==> src/rtl/coreaxi4dmacontroller_dscrptr_chunk_scheduler_if.sv <==
// Bundle of the scheduler's cache-side and engine-side signals.
//   Cache status : slot_valid, slot_rdy (per-slot eligibility inputs)
//   Cache read   : rd_slot -> rd_byte_cnt, rd_src_addr, rd_dst_addr, rd_src_incr, rd_dst_incr
//   Engine       : xfer_req/xfer_ack handshake with xfer_slot/src/dst/len, xfer_done/xfer_err completion
//   Cache update : upd_strb with upd_slot, upd_byte_cnt, upd_src_addr, upd_dst_addr, upd_err
// The master modport is the scheduler; the slave modport is the cache/engine side.
interface coreaxi4dmacontroller_dscrptr_chunk_scheduler_if #(
  parameter int unsigned NUM_SLOTS  = 4,
  parameter int unsigned SLOT_W     = 2,
  parameter int unsigned BYTE_CNT_W = 24,
  parameter int unsigned CHUNK_W    = 13
);
  logic [NUM_SLOTS-1:0]  slot_valid;
  logic [NUM_SLOTS-1:0]  slot_rdy;

  logic [SLOT_W-1:0]     rd_slot;
  logic [BYTE_CNT_W-1:0] rd_byte_cnt;
  logic [31:0]           rd_src_addr;
  logic [31:0]           rd_dst_addr;
  logic                  rd_src_incr;
  logic                  rd_dst_incr;

  logic                  xfer_req;
  logic                  xfer_ack;
  logic [SLOT_W-1:0]     xfer_slot;
  logic [31:0]           xfer_src_addr;
  logic [31:0]           xfer_dst_addr;
  logic [CHUNK_W-1:0]    xfer_len;
  logic                  xfer_done;
  logic                  xfer_err;

  logic                  upd_strb;
  logic [SLOT_W-1:0]     upd_slot;
  logic [BYTE_CNT_W-1:0] upd_byte_cnt;
  logic [31:0]           upd_src_addr;
  logic [31:0]           upd_dst_addr;
  logic                  upd_err;

  modport master (
    input  slot_valid, slot_rdy,
    output rd_slot,
    input  rd_byte_cnt, rd_src_addr, rd_dst_addr, rd_src_incr, rd_dst_incr,
    output xfer_req, xfer_slot, xfer_src_addr, xfer_dst_addr, xfer_len,
    input  xfer_ack, xfer_done, xfer_err,
    output upd_strb, upd_slot, upd_byte_cnt, upd_src_addr, upd_dst_addr, upd_err
  );

  modport slave (
    output slot_valid, slot_rdy,
    input  rd_slot,
    output rd_byte_cnt, rd_src_addr, rd_dst_addr, rd_src_incr, rd_dst_incr,
    input  xfer_req, xfer_slot, xfer_src_addr, xfer_dst_addr, xfer_len,
    output xfer_ack, xfer_done, xfer_err,
    input  upd_strb, upd_slot, upd_byte_cnt, upd_src_addr, upd_dst_addr, upd_err
  );
endinterface

==> src/rtl/coreaxi4dmacontroller_dscrptr_chunk_scheduler.sv <==
// Descriptor chunk scheduler.
// Picks an eligible descriptor-cache slot round-robin, reads it, issues one
// chunk of at most MAX_CHUNK bytes to the transaction engine, and on
// completion writes the remaining byte count and advanced addresses back to
// the cache. A written-back count of 0 retires the slot in the cache.
// Ports:
//   clock    - system clock
//   resetn   - asynchronous active-low reset
//   sched_en - global enable, only looked at while idle
//   busy     - high whenever the scheduler is not idle
//   bus      - cache read/update and engine request/completion signals
module coreaxi4dmacontroller_dscrptr_chunk_scheduler #(
  parameter int unsigned NUM_SLOTS  = 4,
  parameter int unsigned SLOT_W     = 2,
  parameter int unsigned BYTE_CNT_W = 24,
  parameter int unsigned MAX_CHUNK  = 4096,
  parameter int unsigned CHUNK_W    = 13
) (
  input  logic clock,
  input  logic resetn,
  input  logic sched_en,
  output logic busy,
  coreaxi4dmacontroller_dscrptr_chunk_scheduler_if.master bus
);

  localparam logic [2:0] S_IDLE   = 3'd0;
  localparam logic [2:0] S_LOAD   = 3'd1;
  localparam logic [2:0] S_REQ    = 3'd2;
  localparam logic [2:0] S_WAIT   = 3'd3;
  localparam logic [2:0] S_UPDATE = 3'd4;

  logic [2:0]            state;
  logic [SLOT_W-1:0]     last_slot;
  logic [SLOT_W-1:0]     cur_slot;
  logic [BYTE_CNT_W-1:0] cnt;
  logic [31:0]           src;
  logic [31:0]           dst;
  logic                  src_incr;
  logic                  dst_incr;
  logic [CHUNK_W-1:0]    len;

  logic [NUM_SLOTS-1:0]  elig;
  logic [SLOT_W-1:0]     cand;
  logic [SLOT_W-1:0]     pick;
  logic                  found;
  logic [CHUNK_W-1:0]    load_len;
  logic [BYTE_CNT_W-1:0] done_cnt;
  logic [31:0]           next_src;
  logic [31:0]           next_dst;

  assign elig = bus.slot_valid & bus.slot_rdy;

  // Round-robin search starting one past the last serviced slot.
  always_comb begin
    cand  = '0;
    pick  = '0;
    found = 1'b0;
    for (int unsigned i = 1; i <= NUM_SLOTS; i++) begin
      cand = SLOT_W'((32'(last_slot) + i) % NUM_SLOTS);
      if (!found && elig[cand]) begin
        pick  = cand;
        found = 1'b1;
      end
    end
  end

  // Chunk length: compared one bit wider so MAX_CHUNK == 2^BYTE_CNT_W still works.
  always_comb begin
    load_len = '0;
    if ({1'b0, bus.rd_byte_cnt} > (BYTE_CNT_W + 1)'(MAX_CHUNK)) begin
      load_len = CHUNK_W'(MAX_CHUNK);
    end else begin
      load_len = CHUNK_W'(bus.rd_byte_cnt);
    end
  end

  always_comb begin
    done_cnt = cnt - BYTE_CNT_W'(len);
    next_src = src + (src_incr ? 32'(len) : 32'd0);
    next_dst = dst + (dst_incr ? 32'(len) : 32'd0);
  end

  always_comb begin
    busy = (state != S_IDLE);
  end

  always_ff @(posedge clock or negedge resetn) begin
    if (!resetn) begin
      state             <= S_IDLE;
      last_slot         <= SLOT_W'(NUM_SLOTS - 1);
      cur_slot          <= '0;
      cnt               <= '0;
      src               <= '0;
      dst               <= '0;
      src_incr          <= 1'b0;
      dst_incr          <= 1'b0;
      len               <= '0;
      bus.rd_slot       <= '0;
      bus.xfer_req      <= 1'b0;
      bus.xfer_slot     <= '0;
      bus.xfer_src_addr <= '0;
      bus.xfer_dst_addr <= '0;
      bus.xfer_len      <= '0;
      bus.upd_strb      <= 1'b0;
      bus.upd_slot      <= '0;
      bus.upd_byte_cnt  <= '0;
      bus.upd_src_addr  <= '0;
      bus.upd_dst_addr  <= '0;
      bus.upd_err       <= 1'b0;
    end else begin
      case (state)
        S_IDLE: begin
          if (sched_en && (|elig)) begin
            cur_slot    <= pick;
            bus.rd_slot <= pick;
            state       <= S_LOAD;
          end
        end

        S_LOAD: begin
          cnt      <= bus.rd_byte_cnt;
          src      <= bus.rd_src_addr;
          dst      <= bus.rd_dst_addr;
          src_incr <= bus.rd_src_incr;
          dst_incr <= bus.rd_dst_incr;
          len      <= load_len;
          if (bus.rd_byte_cnt == '0) begin
            // Empty descriptor: skip the engine and retire it directly.
            bus.upd_slot     <= cur_slot;
            bus.upd_byte_cnt <= '0;
            bus.upd_src_addr <= bus.rd_src_addr;
            bus.upd_dst_addr <= bus.rd_dst_addr;
            bus.upd_err      <= 1'b0;
            bus.upd_strb     <= 1'b1;
            state            <= S_UPDATE;
          end else begin
            bus.xfer_req      <= 1'b1;
            bus.xfer_slot     <= cur_slot;
            bus.xfer_src_addr <= bus.rd_src_addr;
            bus.xfer_dst_addr <= bus.rd_dst_addr;
            bus.xfer_len      <= load_len;
            state             <= S_REQ;
          end
        end

        S_REQ: begin
          if (bus.xfer_ack) begin
            bus.xfer_req <= 1'b0;
            state        <= S_WAIT;
          end
        end

        S_WAIT: begin
          if (bus.xfer_done) begin
            bus.upd_slot     <= cur_slot;
            bus.upd_byte_cnt <= bus.xfer_err ? '0 : done_cnt;
            bus.upd_src_addr <= next_src;
            bus.upd_dst_addr <= next_dst;
            bus.upd_err      <= bus.xfer_err;
            bus.upd_strb     <= 1'b1;
            state            <= S_UPDATE;
          end
        end

        S_UPDATE: begin
          bus.upd_strb <= 1'b0;
          last_slot    <= cur_slot;
          state        <= S_IDLE;
        end

        default: begin
          state <= S_IDLE;
        end
      endcase
    end
  end

endmodule
==> src/flat_wrapper.sv <==
// flat-port wrapper written by rule: the top's interface ports become plain ports
module coreaxi4dmacontroller_dscrptr_chunk_scheduler_flat 
#(
  parameter int unsigned NUM_SLOTS  = 4,
  parameter int unsigned SLOT_W     = 2,
  parameter int unsigned BYTE_CNT_W = 24,
  parameter int unsigned MAX_CHUNK  = 4096,
  parameter int unsigned CHUNK_W    = 13
)
  (clock, resetn, sched_en, busy, bus_slot_valid, bus_slot_rdy, bus_rd_slot, bus_rd_byte_cnt, bus_rd_src_addr, bus_rd_dst_addr, bus_rd_src_incr, bus_rd_dst_incr, bus_xfer_req, bus_xfer_slot, bus_xfer_src_addr, bus_xfer_dst_addr, bus_xfer_len, bus_xfer_ack, bus_xfer_done, bus_xfer_err, bus_upd_strb, bus_upd_slot, bus_upd_byte_cnt, bus_upd_src_addr, bus_upd_dst_addr, bus_upd_err);
  coreaxi4dmacontroller_dscrptr_chunk_scheduler_if #(.NUM_SLOTS(NUM_SLOTS), .SLOT_W(SLOT_W), .BYTE_CNT_W(BYTE_CNT_W), .CHUNK_W(CHUNK_W)) bus_i ();
  input  logic clock;
  input  logic resetn;
  input  logic sched_en;
  output logic busy;
  input wire logic [$bits(bus_i.slot_valid)-1:0] bus_slot_valid;
  input wire logic [$bits(bus_i.slot_rdy)-1:0] bus_slot_rdy;
  output wire logic [$bits(bus_i.rd_slot)-1:0] bus_rd_slot;
  input wire logic [$bits(bus_i.rd_byte_cnt)-1:0] bus_rd_byte_cnt;
  input wire logic [$bits(bus_i.rd_src_addr)-1:0] bus_rd_src_addr;
  input wire logic [$bits(bus_i.rd_dst_addr)-1:0] bus_rd_dst_addr;
  input wire logic [$bits(bus_i.rd_src_incr)-1:0] bus_rd_src_incr;
  input wire logic [$bits(bus_i.rd_dst_incr)-1:0] bus_rd_dst_incr;
  output wire logic [$bits(bus_i.xfer_req)-1:0] bus_xfer_req;
  output wire logic [$bits(bus_i.xfer_slot)-1:0] bus_xfer_slot;
  output wire logic [$bits(bus_i.xfer_src_addr)-1:0] bus_xfer_src_addr;
  output wire logic [$bits(bus_i.xfer_dst_addr)-1:0] bus_xfer_dst_addr;
  output wire logic [$bits(bus_i.xfer_len)-1:0] bus_xfer_len;
  input wire logic [$bits(bus_i.xfer_ack)-1:0] bus_xfer_ack;
  input wire logic [$bits(bus_i.xfer_done)-1:0] bus_xfer_done;
  input wire logic [$bits(bus_i.xfer_err)-1:0] bus_xfer_err;
  output wire logic [$bits(bus_i.upd_strb)-1:0] bus_upd_strb;
  output wire logic [$bits(bus_i.upd_slot)-1:0] bus_upd_slot;
  output wire logic [$bits(bus_i.upd_byte_cnt)-1:0] bus_upd_byte_cnt;
  output wire logic [$bits(bus_i.upd_src_addr)-1:0] bus_upd_src_addr;
  output wire logic [$bits(bus_i.upd_dst_addr)-1:0] bus_upd_dst_addr;
  output wire logic [$bits(bus_i.upd_err)-1:0] bus_upd_err;
  assign bus_i.slot_valid = bus_slot_valid;
  assign bus_i.slot_rdy = bus_slot_rdy;
  assign bus_rd_slot = bus_i.rd_slot;
  assign bus_i.rd_byte_cnt = bus_rd_byte_cnt;
  assign bus_i.rd_src_addr = bus_rd_src_addr;
  assign bus_i.rd_dst_addr = bus_rd_dst_addr;
  assign bus_i.rd_src_incr = bus_rd_src_incr;
  assign bus_i.rd_dst_incr = bus_rd_dst_incr;
  assign bus_xfer_req = bus_i.xfer_req;
  assign bus_xfer_slot = bus_i.xfer_slot;
  assign bus_xfer_src_addr = bus_i.xfer_src_addr;
  assign bus_xfer_dst_addr = bus_i.xfer_dst_addr;
  assign bus_xfer_len = bus_i.xfer_len;
  assign bus_i.xfer_ack = bus_xfer_ack;
  assign bus_i.xfer_done = bus_xfer_done;
  assign bus_i.xfer_err = bus_xfer_err;
  assign bus_upd_strb = bus_i.upd_strb;
  assign bus_upd_slot = bus_i.upd_slot;
  assign bus_upd_byte_cnt = bus_i.upd_byte_cnt;
  assign bus_upd_src_addr = bus_i.upd_src_addr;
  assign bus_upd_dst_addr = bus_i.upd_dst_addr;
  assign bus_upd_err = bus_i.upd_err;
  coreaxi4dmacontroller_dscrptr_chunk_scheduler #(.NUM_SLOTS(NUM_SLOTS), .SLOT_W(SLOT_W), .BYTE_CNT_W(BYTE_CNT_W), .MAX_CHUNK(MAX_CHUNK), .CHUNK_W(CHUNK_W)) u_core (.clock(clock), .resetn(resetn), .sched_en(sched_en), .busy(busy), .bus(bus_i));
endmodule
==> config.mk <==
export PLATFORM = sky130hd
export DESIGN_NAME = coreaxi4dmacontroller_dscrptr_chunk_scheduler_flat
export DESIGN_NICKNAME = d
export VERILOG_FILES = /design/src/rtl/coreaxi4dmacontroller_dscrptr_chunk_scheduler_if.sv /design/src/rtl/coreaxi4dmacontroller_dscrptr_chunk_scheduler.sv /design/src/flat_wrapper.sv
export SDC_FILE = /design/constraint.sdc
export NUM_CORES = 1
export LEC_CHECK = 0
export CORE_MARGIN = 3
export CORE_UTILIZATION = 25
export DETAILED_ROUTE_END_ITERATION = 8
export HOLD_SLACK_MARGIN = 0.12
export PLACE_DENSITY_LB_ADDON = 0.15
export SLEW_MARGIN = 20
export SYNTH_ARGS = -nofsm -noshare
export SYNTH_HDL_FRONTEND = slang
export SYNTH_SLANG_ARGS = --single-unit
==> constraint.sdc <==
create_clock -name clock -period 4.9 [get_ports clock]
set_input_delay 0.98 -clock clock [delete_from_list [all_inputs] [get_ports clock]]
set_output_delay 0.98 -clock clock [all_outputs]
set_load 0.03 [all_outputs]
==> results.toml <==
[synthesis]
synthSimpleGateAreaFrac = 0.193
ys_warn_count = 0
synth_enable_flop_cells = 0
yosys-top-cells-area = "dfrtp_1 51%, nand2_1 11%, mux2_2 5.6%"
synth-compound-area-share = 0.129
synth_seq_area_share = 0.510
post_synth_instance_area_um2 = 13800
postSynthRegisterBits = 282
async_reset_ff_frac = 1.00
synth_cell_types = 62
syn-mean-instance-area_um2 = 9.51
synth_top_area_cell = "dfrtp_1"
synth_cells = 1454
mappedNetlistNets = 1600
largest_family_of_logic_cells_by_synthesized_area = "simple AND/OR/NAND/NOR gates"
synthXorXnorAreaFrac = 0.0437
synth_adder_area_share = 0.0396
synth_top_area_share = 0.507
post_synth_mux_area_share = 0.0569
synth_ff_type = "dfrtp_1"

[drt]
detailroute.via_count = 11500
avgViaCountPerCell = 4.69
totalWireLength_um = 48000
detail_route.first_pass.iterations = 5
first_iter_violations = 822
antenna_left = 0
drc_errors = 0
routed_wire_length_per_instance_um = 19.6

[setup_path]
start_kind = "input pin"
regToRegSetupSlack_ns = 1.59
worstReg2RegEnd = "u_core.bus.upd_src_addr[22]"
critPathTopFamily = "simple AND/OR/NAND/NOR gates"
timing.critical_path.to_type = "flop"
arrival_time_at_the_worst_endpoint_ns = 3.93
critical_path_cell_sequence = "clkdlybuf4s50_1 -> or4_1 -> or3_1 -> nor2_1 -> nand2_1 -> nand2_4 -> buf_12 -> mux2_2"
ff2ff_path_depth = 10
crit_buf_inv = 2
timing.rr.start = "u_core.src_incr"
cp.required_ns = 5.32
crit_path_max_incr_delay_ns = 0.64
critPathMaxFanout = 34
worst_path_max_delay_cell = "or4_1"
criticalPathCategory = "input pin to flop"

[timing]
max_freq_ghz = 0.285
rsz0062_at_grt = "no"
slew-limit-headroom = 0.354
hold_ws_ns = 0.472
timing.final.crit_share = 0.717
max_slew.worst_pin.slew_ns = 0.968
fin_crit_ns = 3.51
maxSlewViolCount = 0
setup_viol_count_final = 0
setup_total_negative_slack_ns = 0
report.final.hold_viol_count = 0
setup_skew_after_layout_ns = 0.0259

[placed_design]
placement.io_buffers = 278
gp_routability_congestion = 0.822
dpl.hpwl_um = 33500

[clock_network]
clk_path_buf_depth = 3
cts_tree = "done"
cts_setup_buffers = 0
cts_inserted_buffers = 38
htree_num_levels = 2
cts_resized = 0
clkSlewWorstSetupHoldPaths_ns = 0.06
insertion_delay_ns = 0.56
ctsRootBufferMaster = "clkbuf_16"
hold_buffers = 0
tritoncts_num_sinks = 282

[final_layout]
area.growth.synth_to_final_pct = 35.2
design.final.nets = 1866
final.fill_count = 5559
multi_input_area_um2 = 6440
storage_element_area_um2 = 7060
proportion_of_layout_cells_with_a_drive_suffix_above_1 = 0.0922

[grt]
grt_pass1_wl_um = 73000
grt_start_max_net_pins = 106
first_global_vias = 11600
congestion_overflow_gr = 0
gr-usage-all-layers = 0.164
number_of_antenna_violations_at_the_first_check_in_global_routing = 1

[floorplan]
die_w_um = 241
area_of_the_core_um2 = 54200
floorplan.die.height_um = 241
io_pins = 279
starting_density = 0.255
die_area_um2 = 58200
row_count = 85

[power]
max-vdd-ir-drop_v = 0.000266
power_density_nw_per_um2 = 708
leakage_nw = 8.16
power.total_mw = 13.2

[min_path]
hold_depth = 2
worst_hold_path.endpoint = "u_core.bus.upd_slot[1]"
worst_hold_path_type = "flop to flop"
min_from = "u_core.bus.upd_slot[1]"

[run_status]
outcome = "completed"

[job]
drv_cap = 0
-- layout by cell type, fill, tap and decap left out, types with 22 or more instances in the layout --
master,Yosys,routed
nand3_1,37,37
a21oi_1,71,71
clkdlybuf4s50_1,0,277
nor2_1,76,76
xnor2_1,30,30
xor2_1,39,39
mux2_2,69,69
nand2_1,389,386
inv_1,22,22
and2_1,30,30
dfrtp_1,280,280
o21ai_0,74,74
ha_1,39,39
clkbuf_16,0,38
o22ai_1,27,27
-- where the power goes --
group,leakage (nW),switching [mW],internal (mW)
Combinational,4.09,3.66,2.53
Sequential,3.45,0.795,3.38
Clock,0.621,1.09,1.77
-- synth_stat cells, drive strengths merged, types with 16 or more instances --
cell,number
dfrtp,280
inv,23
a21oi,71
o22ai,27
mux2,69
o21ai,76
nand2,389
xor2,39
nor2,77
nand3,37
buf,16
and2,30
clkbuf,54
xnor2,30
ha,39
-- worst min-delay path, cell delays in order, from the launching register on --
cell and delay, ns:
dfrtp_1 0.34, nand2_1 0.05, nand2_1 0.05
-- stage by stage --
stage               cells  cell area, um^2  setup slack [ns]   util
floorplan            1454            13800              1.89      -
global placement     2376            17400             0.877  0.321
detailed placement   2376            17400             0.832  0.321
CTS                  2443            18700              1.38  0.345
global route         2444            18700              1.23  0.345
finish               2444            18700              1.39  0.345
-- cell type report --
class	instances	share of cell area
multi-input cells	1079	0.344
well taps	696	0.0466
flip-flops and latches	282	0.377
diodes	1	0.000134
inverters	23	0.00462
clock inverters	12	0.0109
clock buffers	55	0.0569
repair buffers	296	0.159
-- sequential cells by signal, indices dropped and copies added, names as in the netlist, 2 cells and up --
signal	flops
u_core.src	32
u_core.bus.upd_src_addr	32
u_core.cur_slot	2
u_core.len	13
u_core.bus.xfer_len	13
u_core.bus.xfer_src_addr	32
u_core.bus.upd_byte_cnt	24
u_core.bus.upd_dst_addr	32
u_core.last_slot	2
u_core.bus.xfer_dst_addr	32
u_core.dst	32
u_core.bus.upd_slot	2
u_core.bus.xfer_slot	2
u_core.state	3
u_core.cnt	24
-- how the worst max path moves through the flow --
stage                     slack, ns  cells past startpoint                           end                start
after detailed placement       0.83                      8  u_core.bus.xfer_src_addr[27]  bus_rd_byte_cnt[19]
after CTS                      1.38                     10   u_core.bus.upd_dst_addr[28]      u_core.dst_incr
after global placement         0.88                      8  u_core.bus.xfer_src_addr[21]  bus_rd_byte_cnt[19]
final                          1.39                      8  u_core.bus.xfer_src_addr[27]  bus_rd_byte_cnt[19]
after floorplan                1.89                      8   u_core.bus.xfer_dst_addr[0]  bus_rd_byte_cnt[19]
after global routing           1.23                     10   u_core.bus.upd_dst_addr[26]      u_core.dst_incr
-- metal layers --
metal / part of all wire / vias up / GRT usage
li1: - / 5566 / -
met1: 0.46 / 5598 / 0.225
met2: 0.47 / 236 / 0.265
met3: 0.047 / 67 / 0.0318
met4: 0.025 / 0 / 0.0471
met5: 0 / - / 0
-- kinds of logic (layout without fill, tap and decap cells) --
group,after synthesis,after routing
AND/OR/NAND/NOR,616,616
AO/OA/AOI/OAI,282,282
XOR/XNOR,69,69
flip-flops,282,282
multiplexers,70,70
adder cells (fa/ha/maj),42,42
buffers and inverters,93,386
other,0,1
No activity file was read; power rests on OpenSTA's default activity.
==> patch (same flow settings) <==
`BYTE_CNT_W` is set to 24 in 3 places; all go to 48.
--- a/src/rtl/coreaxi4dmacontroller_dscrptr_chunk_scheduler_if.sv
+++ b/src/rtl/coreaxi4dmacontroller_dscrptr_chunk_scheduler_if.sv
@@ -7,7 +7,7 @@
 interface coreaxi4dmacontroller_dscrptr_chunk_scheduler_if #(
   parameter int unsigned NUM_SLOTS  = 4,
   parameter int unsigned SLOT_W     = 2,
-  parameter int unsigned BYTE_CNT_W = 24,
+  parameter int unsigned BYTE_CNT_W = 48,
   parameter int unsigned CHUNK_W    = 13
 );
   logic [NUM_SLOTS-1:0]  slot_valid;
--- a/src/rtl/coreaxi4dmacontroller_dscrptr_chunk_scheduler.sv
+++ b/src/rtl/coreaxi4dmacontroller_dscrptr_chunk_scheduler.sv
@@ -12,7 +12,7 @@
 module coreaxi4dmacontroller_dscrptr_chunk_scheduler #(
   parameter int unsigned NUM_SLOTS  = 4,
   parameter int unsigned SLOT_W     = 2,
-  parameter int unsigned BYTE_CNT_W = 24,
+  parameter int unsigned BYTE_CNT_W = 48,
   parameter int unsigned MAX_CHUNK  = 4096,
   parameter int unsigned CHUNK_W    = 13
 ) (
--- a/src/flat_wrapper.sv
+++ b/src/flat_wrapper.sv
@@ -3,7 +3,7 @@
 #(
   parameter int unsigned NUM_SLOTS  = 4,
   parameter int unsigned SLOT_W     = 2,
-  parameter int unsigned BYTE_CNT_W = 24,
+  parameter int unsigned BYTE_CNT_W = 48,
   parameter int unsigned MAX_CHUNK  = 4096,
   parameter int unsigned CHUNK_W    = 13
 )
Ports: changed (resized bus_rd_byte_cnt and bus_upd_byte_cnt); port bits go from 279 to 327. No check against the original RTL was run, so the function may have changed too.
==> patch against the original RTL <==
Combinational power is 16% higher. Power increased by 17%. Global-route usage up 0.56 points. Cell area up 18%. Sequential cell count is 48 higher. Routed wire length grew 23%. Synthesized area grew 18%. Register-to-register slack worse by 0.21 ns. Core utilization rose by 0.16 points. Final cell count grew 26%. Setup slack worse by 0.0096 ns. First-iteration DRC count increased by 6.2%. Sequential power up 18%.
==> patch: results (changes against the original RTL) <==
synth_seq_area_share_pct: 50.8  # -0.23 points
pwr-share-comb_pct: 46.1  # -0.7 points
grt_pass1_vias: 14482  # +24%
portBuffers: 326  # +17%
met3_length_mm: 3.02  # +35%
vias_per_cell: 4.68  # -0.18%
grt_max_degree: 103  # -2.8%
holdWs_ns: 0.414  # -0.0573 ns
slew_headroom_pct: 28.4  # -7.0 points
synth_commonest_cells: "nand2_1, dfrtp_1, o21ai_0, nor2_1, xor2_1"
avgSynthCellArea_sq_um: 8.63  # -9.3%
synth.area.top_cells: "dfrtp_1, nand2_1, xor2_1"
r2r.worst_path.cells: 11  # +1
hold_class: "in -> async"
place_area_sq_um: 20500  # +17%
r2r_end: "u_core.bus.upd_dst_addr[28]$_DFFE_PN0P_"
route.met2.wl_mm: 27.9  # +24%
p_int_mw: 8.77  # +14%
synth_fp_nets: 2054  # +28%
max-vdd-ir-drop_mv: 0.269  # +1.4%
cts_buffers: 44  # +16%
drive_gt1_share_pct: 5.62  # -3.6 points
cp-start-kind: "register"
grt_use_met2_pct: 28.0  # +1.6 points
grt_antenna_before_repair: 3  # +2
gp_congestion: 0.845  # +2.8%
use_met1_pct: 22.9  # +0.39 points
fin_cells: 3070  # +26%
worstPathArrival_ns: 4.00  # +0.07 ns
p_leak_nw: 9.88  # +21%
status: "completed"
pg_seq_mw: 4.90  # +18%
critPathCapture: "u_core.bus.upd_dst_addr[28]$_DFFE_PN0P_"
finalClockSkew_ns: 0.0286  # +0.00270 ns
grt_pass1_wl_mm: 89.1  # +22%
synth.distinct_cells: 68  # +9.7%
fin_nets: 2359  # +26%
dpl.hpwl_mm: 41.7  # +25%
wl_met1_mm: 27.1  # +23%
dp_slack_ns: 0.636  # -0.196 ns
met3_usage_pct: 3.33  # +0.15 points
-- patch: critical path: stages (launching register included) --
cell      delay (ns)
dfrtp_1         0.57
and2_1          0.20
ha_1            0.19
inv_1           0.07
fa_1            0.38
nor2b_1         0.21
o31a_1          0.27
o21ai_0         0.22
a21boi_1        0.78
nand4_1         0.22
xor2_1          0.18
o21ai_0         0.15
-- patch: worst min path at each step --
| stage | startpoint | endpoint |
|---|---|---|
| finish | resetn | u_core.bus.xfer_src_addr[30]$_DFFE_PN0P_ |
| global route | resetn | u_core.bus.xfer_src_addr[30]$_DFFE_PN0P_ |
| CTS | resetn | u_core.bus.xfer_src_addr[11]$_DFFE_PN0P_ |
| detailed placement | u_core.bus.xfer_dst_addr[1]$_DFFE_PN0P_ | u_core.bus.xfer_dst_addr[1]$_DFFE_PN0P_ |
| global placement | u_core.bus.upd_slot[0]$_DFFE_PN0P_ | u_core.bus.upd_slot[0]$_DFFE_PN0P_ |
| floorplan | u_core.cnt[11]$_DFFE_PN0P_ | u_core.cnt[11]$_DFFE_PN0P_ |
-- patch: final cells by class --
type	count	area (sq um)	area share, %
Timing Repair Buffer	354	3540	16.1
Sequential cell	330	8260	37.5
Clock buffer	61	1260	5.70
Clock inverter	20	310	1.41
Tap cell	846	1060	4.80
Multi-Input combinational cell	1432	7520	34.1
Inverter	27	101	0.460
-- patch: kinds of logic after synthesis --
group,Yosys count,synth area share (%)
multiplexers,6,0.392
buffers and inverters,122,3.15
AO/OA/AOI/OAI,309,11.8
flip-flops,330,50.8
AND/OR/NAND/NOR,986,25.7
XOR/XNOR,89,4.79
adder cells (fa/ha/maj),42,3.37
